### src/rtl/launch_buffer.sv
// Baud-paced launch buffer: a circular store feeding a launcher one word per
// accepted bps tick, with a valid/ready handshake toward the launcher.
module launch_buffer #(
  parameter int DATA_W = 8,
  parameter int DEPTH  = 256,
  parameter int ADDR_W = $clog2(DEPTH)
) (
  input  logic              clk_i,
  input  logic              rst_i,
  input  logic              clr_i,
  input  logic              wr_en_i,
  input  logic [DATA_W-1:0] wr_data_i,
  input  logic              bps_tick_i,
  input  logic              tx_ready_i,
  output logic              tx_valid_o,
  output logic [DATA_W-1:0] tx_data_o,
  output logic              full_o,
  output logic              empty_o,
  output logic [ADDR_W:0]   level_o,
  output logic [ADDR_W-1:0] rd_addr_o,
  output logic              overflow_o
);

  typedef enum logic [1:0] {
    ST_IDLE    = 2'd0,
    ST_LOAD    = 2'd1,
    ST_PRESENT = 2'd2
  } state_t;

  localparam logic [ADDR_W:0]   LVL_ZERO = {(ADDR_W+1){1'b0}};
  localparam logic [ADDR_W:0]   LVL_ONE  = (ADDR_W+1)'(1);
  localparam logic [ADDR_W:0]   LVL_FULL = (ADDR_W+1)'(DEPTH);
  localparam logic [ADDR_W-1:0] PTR_ZERO = {ADDR_W{1'b0}};
  localparam logic [ADDR_W-1:0] PTR_ONE  = ADDR_W'(1);
  localparam logic [DATA_W-1:0] DAT_ZERO = {DATA_W{1'b0}};

  logic [DATA_W-1:0] mem_r [DEPTH];
  state_t            state_r;
  state_t            state_nxt_s;
  logic [ADDR_W-1:0] wr_ptr_r;
  logic [ADDR_W-1:0] rd_ptr_r;
  logic [ADDR_W:0]   level_r;
  logic [ADDR_W:0]   level_nxt_s;
  logic              full_r;
  logic              empty_r;
  logic              ovf_r;
  logic              tx_valid_r;
  logic [DATA_W-1:0] tx_data_r;
  logic              push_s;
  logic              hs_s;
  logic              load_s;

  // The full check also guarantees the entry being launched is never overwritten.
  assign push_s = wr_en_i && !full_r && !clr_i;
  assign hs_s   = (state_r == ST_PRESENT) && tx_ready_i && !clr_i;

  // Read FSM next state; ticks only matter in IDLE and need a stored word.
  always_comb begin
    state_nxt_s = state_r;
    load_s      = 1'b0;
    if (clr_i) begin
      state_nxt_s = ST_IDLE;
    end else begin
      case (state_r)
        ST_IDLE: begin
          if (bps_tick_i && !empty_r) begin
            state_nxt_s = ST_LOAD;
          end else begin
            state_nxt_s = ST_IDLE;
          end
        end
        ST_LOAD: begin
          load_s      = 1'b1;
          state_nxt_s = ST_PRESENT;
        end
        ST_PRESENT: begin
          if (tx_ready_i) begin
            state_nxt_s = ST_IDLE;
          end else begin
            state_nxt_s = ST_PRESENT;
          end
        end
        default: begin
          state_nxt_s = ST_IDLE;
        end
      endcase
    end
  end

  // Next fill level; a simultaneous push and handshake cancel out.
  always_comb begin
    level_nxt_s = level_r;
    if (clr_i) begin
      level_nxt_s = LVL_ZERO;
    end else if (push_s && !hs_s) begin
      level_nxt_s = level_r + LVL_ONE;
    end else if (hs_s && !push_s) begin
      level_nxt_s = level_r - LVL_ONE;
    end else begin
      level_nxt_s = level_r;
    end
  end

  // FSM state and registered valid, which is high exactly in PRESENT.
  always_ff @(posedge clk_i or negedge rst_i) begin
    if (!rst_i) begin
      state_r    <= ST_IDLE;
      tx_valid_r <= 1'b0;
    end else begin
      state_r    <= state_nxt_s;
      tx_valid_r <= (state_nxt_s == ST_PRESENT);
    end
  end

  // Write and read pointers, both wrapping naturally at DEPTH.
  always_ff @(posedge clk_i or negedge rst_i) begin
    if (!rst_i) begin
      wr_ptr_r <= PTR_ZERO;
      rd_ptr_r <= PTR_ZERO;
    end else if (clr_i) begin
      wr_ptr_r <= PTR_ZERO;
      rd_ptr_r <= PTR_ZERO;
    end else begin
      if (push_s) begin
        wr_ptr_r <= wr_ptr_r + PTR_ONE;
      end
      if (hs_s) begin
        rd_ptr_r <= rd_ptr_r + PTR_ONE;
      end
    end
  end

  // Level and the full/empty flags derived from the next level.
  always_ff @(posedge clk_i or negedge rst_i) begin
    if (!rst_i) begin
      level_r <= LVL_ZERO;
      full_r  <= 1'b0;
      empty_r <= 1'b1;
    end else begin
      level_r <= level_nxt_s;
      full_r  <= (level_nxt_s == LVL_FULL);
      empty_r <= (level_nxt_s == LVL_ZERO);
    end
  end

  // Sticky flag for pushes dropped while full.
  always_ff @(posedge clk_i or negedge rst_i) begin
    if (!rst_i) begin
      ovf_r <= 1'b0;
    end else if (clr_i) begin
      ovf_r <= 1'b0;
    end else if (wr_en_i && full_r) begin
      ovf_r <= 1'b1;
    end else begin
      ovf_r <= ovf_r;
    end
  end

  // Output word captured in LOAD and held through PRESENT.
  always_ff @(posedge clk_i or negedge rst_i) begin
    if (!rst_i) begin
      tx_data_r <= DAT_ZERO;
    end else if (load_s && !clr_i) begin
      tx_data_r <= mem_r[rd_ptr_r];
    end else begin
      tx_data_r <= tx_data_r;
    end
  end

  // Storage array; deliberately not reset so it maps onto RAM.
  always_ff @(posedge clk_i) begin
    if (push_s) begin
      mem_r[wr_ptr_r] <= wr_data_i;
    end
  end

  assign tx_valid_o = tx_valid_r;
  assign tx_data_o  = tx_data_r;
  assign full_o     = full_r;
  assign empty_o    = empty_r;
  assign level_o    = level_r;
  assign rd_addr_o  = rd_ptr_r;
  assign overflow_o = ovf_r;

endmodule

### config.mk
export PLATFORM = sky130hd
export DESIGN_NAME = launch_buffer
export DESIGN_NICKNAME = d
export VERILOG_FILES = /design/src/rtl/launch_buffer.sv
export SDC_FILE = /design/constraint.sdc
export NUM_CORES = 2
export LEC_CHECK = 0
export ABC_CLOCK_PERIOD_IN_PS = 2520
export BUFFER_PORTS_ARGS = -buffer_cell sky130_fd_sc_hd__buf_4
export CAP_MARGIN = 15
export CELL_PAD_IN_SITES_DETAIL_PLACEMENT = 1
export CELL_PAD_IN_SITES_GLOBAL_PLACEMENT = 1
export CORE_MARGIN = 3
export CORE_UTILIZATION = 50
export CTS_CLUSTER_SIZE = 40
export DETAILED_ROUTE_END_ITERATION = 8
export GPL_TIMING_DRIVEN = 1
export PLACE_DENSITY_LB_ADDON = 0.12
export SYNTH_ARGS = -nofsm -noshare
export SYNTH_HDL_FRONTEND = slang
export SYNTH_SLANG_ARGS = --single-unit
### constraint.sdc
create_clock -name clk_i -period 2.52 [get_ports clk_i]
set_input_delay 0.252 -clock clk_i [delete_from_list [all_inputs] [get_ports clk_i]]
set_output_delay 0.252 -clock clk_i [all_outputs]
set_load 0.05 [all_outputs]
==> flow_summary.ini <==
[worst_setup_path]
rr_worst_depth = 9
end_kind = register
path_cells = buf_6 > buf_4 > buf_16 > buf_6 > mux4_2 > o22ai_1 > nor3_1 > nor3_1 > o32ai_2
criticalPathCategory = reg -> reg
reg2reg_from = rd_addr_o[0]
crit_buf_inv = 4
cp.required_ns = 3.24
r2r_slack_ns = -0.59
cp-start-kind = register
cp_top_family = simple AND/OR/NAND/NOR gates
critPathSlowestCell = nor3_1
critPathMaxFanout = 10
slowest_delay_ns = 0.75
r2r_end = tx_data_o[2]
crit_arrival_ns = 3.83

[synth]
yosysWarnings = 0
synth_area_mm2 = 0.0819
synthArstFlopShare_pct = 1.87
avgSynthCellArea_um2 = 20.0
synth_flop_cell = edfxtp_1
syn_nets = 4125
synth_cell_types = 74
syn-instance-count = 4104
yosysSeqAreaShare_pct = 76.3
synth-seq-cells = 2087
synth_edf_count = 2048

[pwr]
power_density_mw_per_mm2 = 715
power_switching_share_pct = 21.0
p_clk_share_pct = 42.5
p_comb_share_pct = 4.3
pwr-share-seq_pct = 53.2
p_leak_nw = 32.6
power_switching_mw = 15.1
irDropWorstVdd_uv = 748
power.internal_mw = 56.7

[run_status]
outcome = finished, violations left
violations = setup timing

[flow_run]
drv_cap = 0

[cts]
cts_sinks = 2087
cts-root-buf = clkbuf_16
cts.reportedPaths.clkPinSlew_ns = 0.06
cts_buffers = 210
cts_tree = done
clk_latency_ns = 0.84
h-tree-depth = 4
cts_max_path_buffers = 3

[die]
initial_utilization_pct = 50.7
dieHeight_um = 411
io_pins = 43
die_area_mm2 = 0.169
die_x_um = 411
coreArea_mm2 = 0.162
rows = 147

[timing]
slew_headroom_pct = 38.6
rsz0062_at_grt = true
fin_crit_ns = 3.11
slew_violations = 0
fmax_ghz = 0.322
final.period_utilization_pct = 123
worst_pin_slew_ns = 0.914
finalClockSkew_ns = 0.0248
setup_viol = 8
worst_slack_ns = -0.589
hold_viol = 0

[cells_and_area]
layout_commonest_cell = edfxtp_1
fin_util_pct = 62.1
nNetsFinal = 5074
final_layout_size_suffix_gt1_share_pct = 36.0
nFillCells = 13550
mostFrequentLayoutCells = edfxtp_1, buf_4, mux4_2
synthToLayoutAreaGrowth_pct = 22.5
fin_area_mm2 = 0.100

[global_route]
grt.overflow.total = 0
antenna_found_initial = 9
grt_pass1_vias = 47690
grt_max_degree = 95
grt_pass1_wl_um = 361000
grt.total_usage_pct = 30.2

[place]
placed_cell_area_mm2 = 0.0909
pre_cts_ws_ns = -1.04
dp_hpwl_um = 162000
portBuffers = 42
place_congestion = 0.886

[drt]
postRouteAntennaNets = 0
vias = 46152
post-route-drc-count = 0
drt_iter0_markers = 5871
wl_per_cell_um = 34.4
firstDrtPassIters = 5
wl_um = 254000
viasPerCell = 6.25

[worst_hold_path]
hp-class = in -> reg
hold_start = wr_data_i[4]
min_to = mem_r[84][4]
hold_path_depth = 1
## layer usage
metal	share of wire (%)	up-vias	track usage [%]
met2	47	2320	47.1
met1	39	24562	42.5
met4	3.9	2	11.2
li1	-	18836	-
met5	0.0051	-	0
met3	9.2	432	6.41
## registers in the layout, summed over array words and instances, names as in the netlist, 2 cells and up
register / flops
level_o: 9
tx_data_o: 8
wr_ptr_r: 8
mem_r: 2048
state_r: 2
rd_addr_o: 8
## per-stage QoR
stage / setup TNS (ns) / instances / hold WS (ns) / power [mW]
final: -3.99 / 7385 / 0.0904 / 71.8
after global placement: -6.43 / 6869 / 0.320 / 41.5
after detailed placement: -6.29 / 6870 / 0.323 / 41.6
after CTS: -3.95 / 7320 / 0.0560 / 72.0
after floorplan: -0.0255 / 4104 / -0.0436 / 40.2
after global routing: -4.25 / 7379 / 0.0958 / 73.8
## logic make-up after synthesis
kind of cell	share of synthesized area (%)
buffers and inverters	1.88
muxes	14.4
xor gates and xnor gates	0.209
adders and majority gates	0.119
and+or+nand+nor	3.20
DFF	76.3
AOI/OAI and AO/OA	3.93
## Yosys cell counts, types with 16 or more instances
library cell	number	area share [%]
edfxtp_1	2048	75
mux4_2	399	11
nor2_1	340	1.6
mux2i_1	251	3.1
clkbuf_1	121	0.55
nand2_1	102	0.47
a22oi_1	92	0.84
a21oi_1	85	0.52
buf_2	55	0.34
a221oi_1	51	0.55
buf_6	46	0.63
nand3_1	42	0.26
dfrtp_1	38	1.2
o22ai_1	31	0.24
o21ai_0	28	0.17
a221o_1	23	0.28
a211oi_1	20	0.18
buf_4	20	0.18
mux2_2	20	0.27
nor2b_1	17	0.13
nand2b_1	16	0.12
o31ai_1	16	0.15
## repair_timing
item                                   in CTS  in global routing
setup endpoints to repair                  10                  9
resized for setup                         151                129
pin swaps                                  35                 46
hold buffers                               17                  0
gates cloned                                9                  3
endpoints found under the hold margin     219                  0
buffers inserted                           48                 61
## cell type report
| class | count | area [µm²] | area share [%] |
|---|---|---|---|
| clock buffer | 261 | 5580 | 5.56 |
| tap | 2160 | 2700 | 2.69 |
| inverter | 14 | 57.6 | 0.0573 |
| antenna | 6 | 15.0 | 0.0150 |
| multi-input combinational | 1744 | 19000 | 18.9 |
| clock inverter | 117 | 1050 | 1.04 |
| sequential | 2087 | 62500 | 62.3 |
| timing repair buffer | 996 | 9460 | 9.43 |
## power by group through the flow
| stage | logic (mW) | registers (mW) | clock network (mW) |
|---|---|---|---|
| floorplan | 1.14 | 39.0 | 0 |
| global placement | 2.60 | 38.9 | 0 |
| detailed placement | 2.66 | 38.9 | 0 |
| CTS | 2.94 | 38.2 | 30.9 |
| global route | 3.24 | 38.2 | 32.3 |
| finish | 3.09 | 38.2 | 30.5 |
## worst register-to-register path, delay by kind of cell, from the launching register on
| kind | cells | cell delay, ns |
|---|---|---|
| buf+inv | 4 | 0.64 |
| compound gates | 2 | 0.42 |
| simple gates | 2 | 0.99 |
| flops | 1 | 0.55 |
| mux | 1 | 0.41 |
## worst max path at each step
stage	cells past startpoint	end	from	slack, ns
6_report	9	tx_data_o[2]	rd_addr_o[0]	-0.59
5_1_grt	11	tx_data_o[2]	rd_addr_o[0]	-0.64
4_1_cts	11	tx_data_o[4]	rd_addr_o[0]	-0.54
3_5_place_dp	9	tx_data_o[2]	rd_addr_o[0]	-1.04
3_3_place_gp	9	tx_data_o[0]	rd_addr_o[0]	-1.35
2_1_floorplan	7	tx_data_o[5]	rd_addr_o[0]	-0.01
Note: power is estimated with default switching activity, not from simulation.
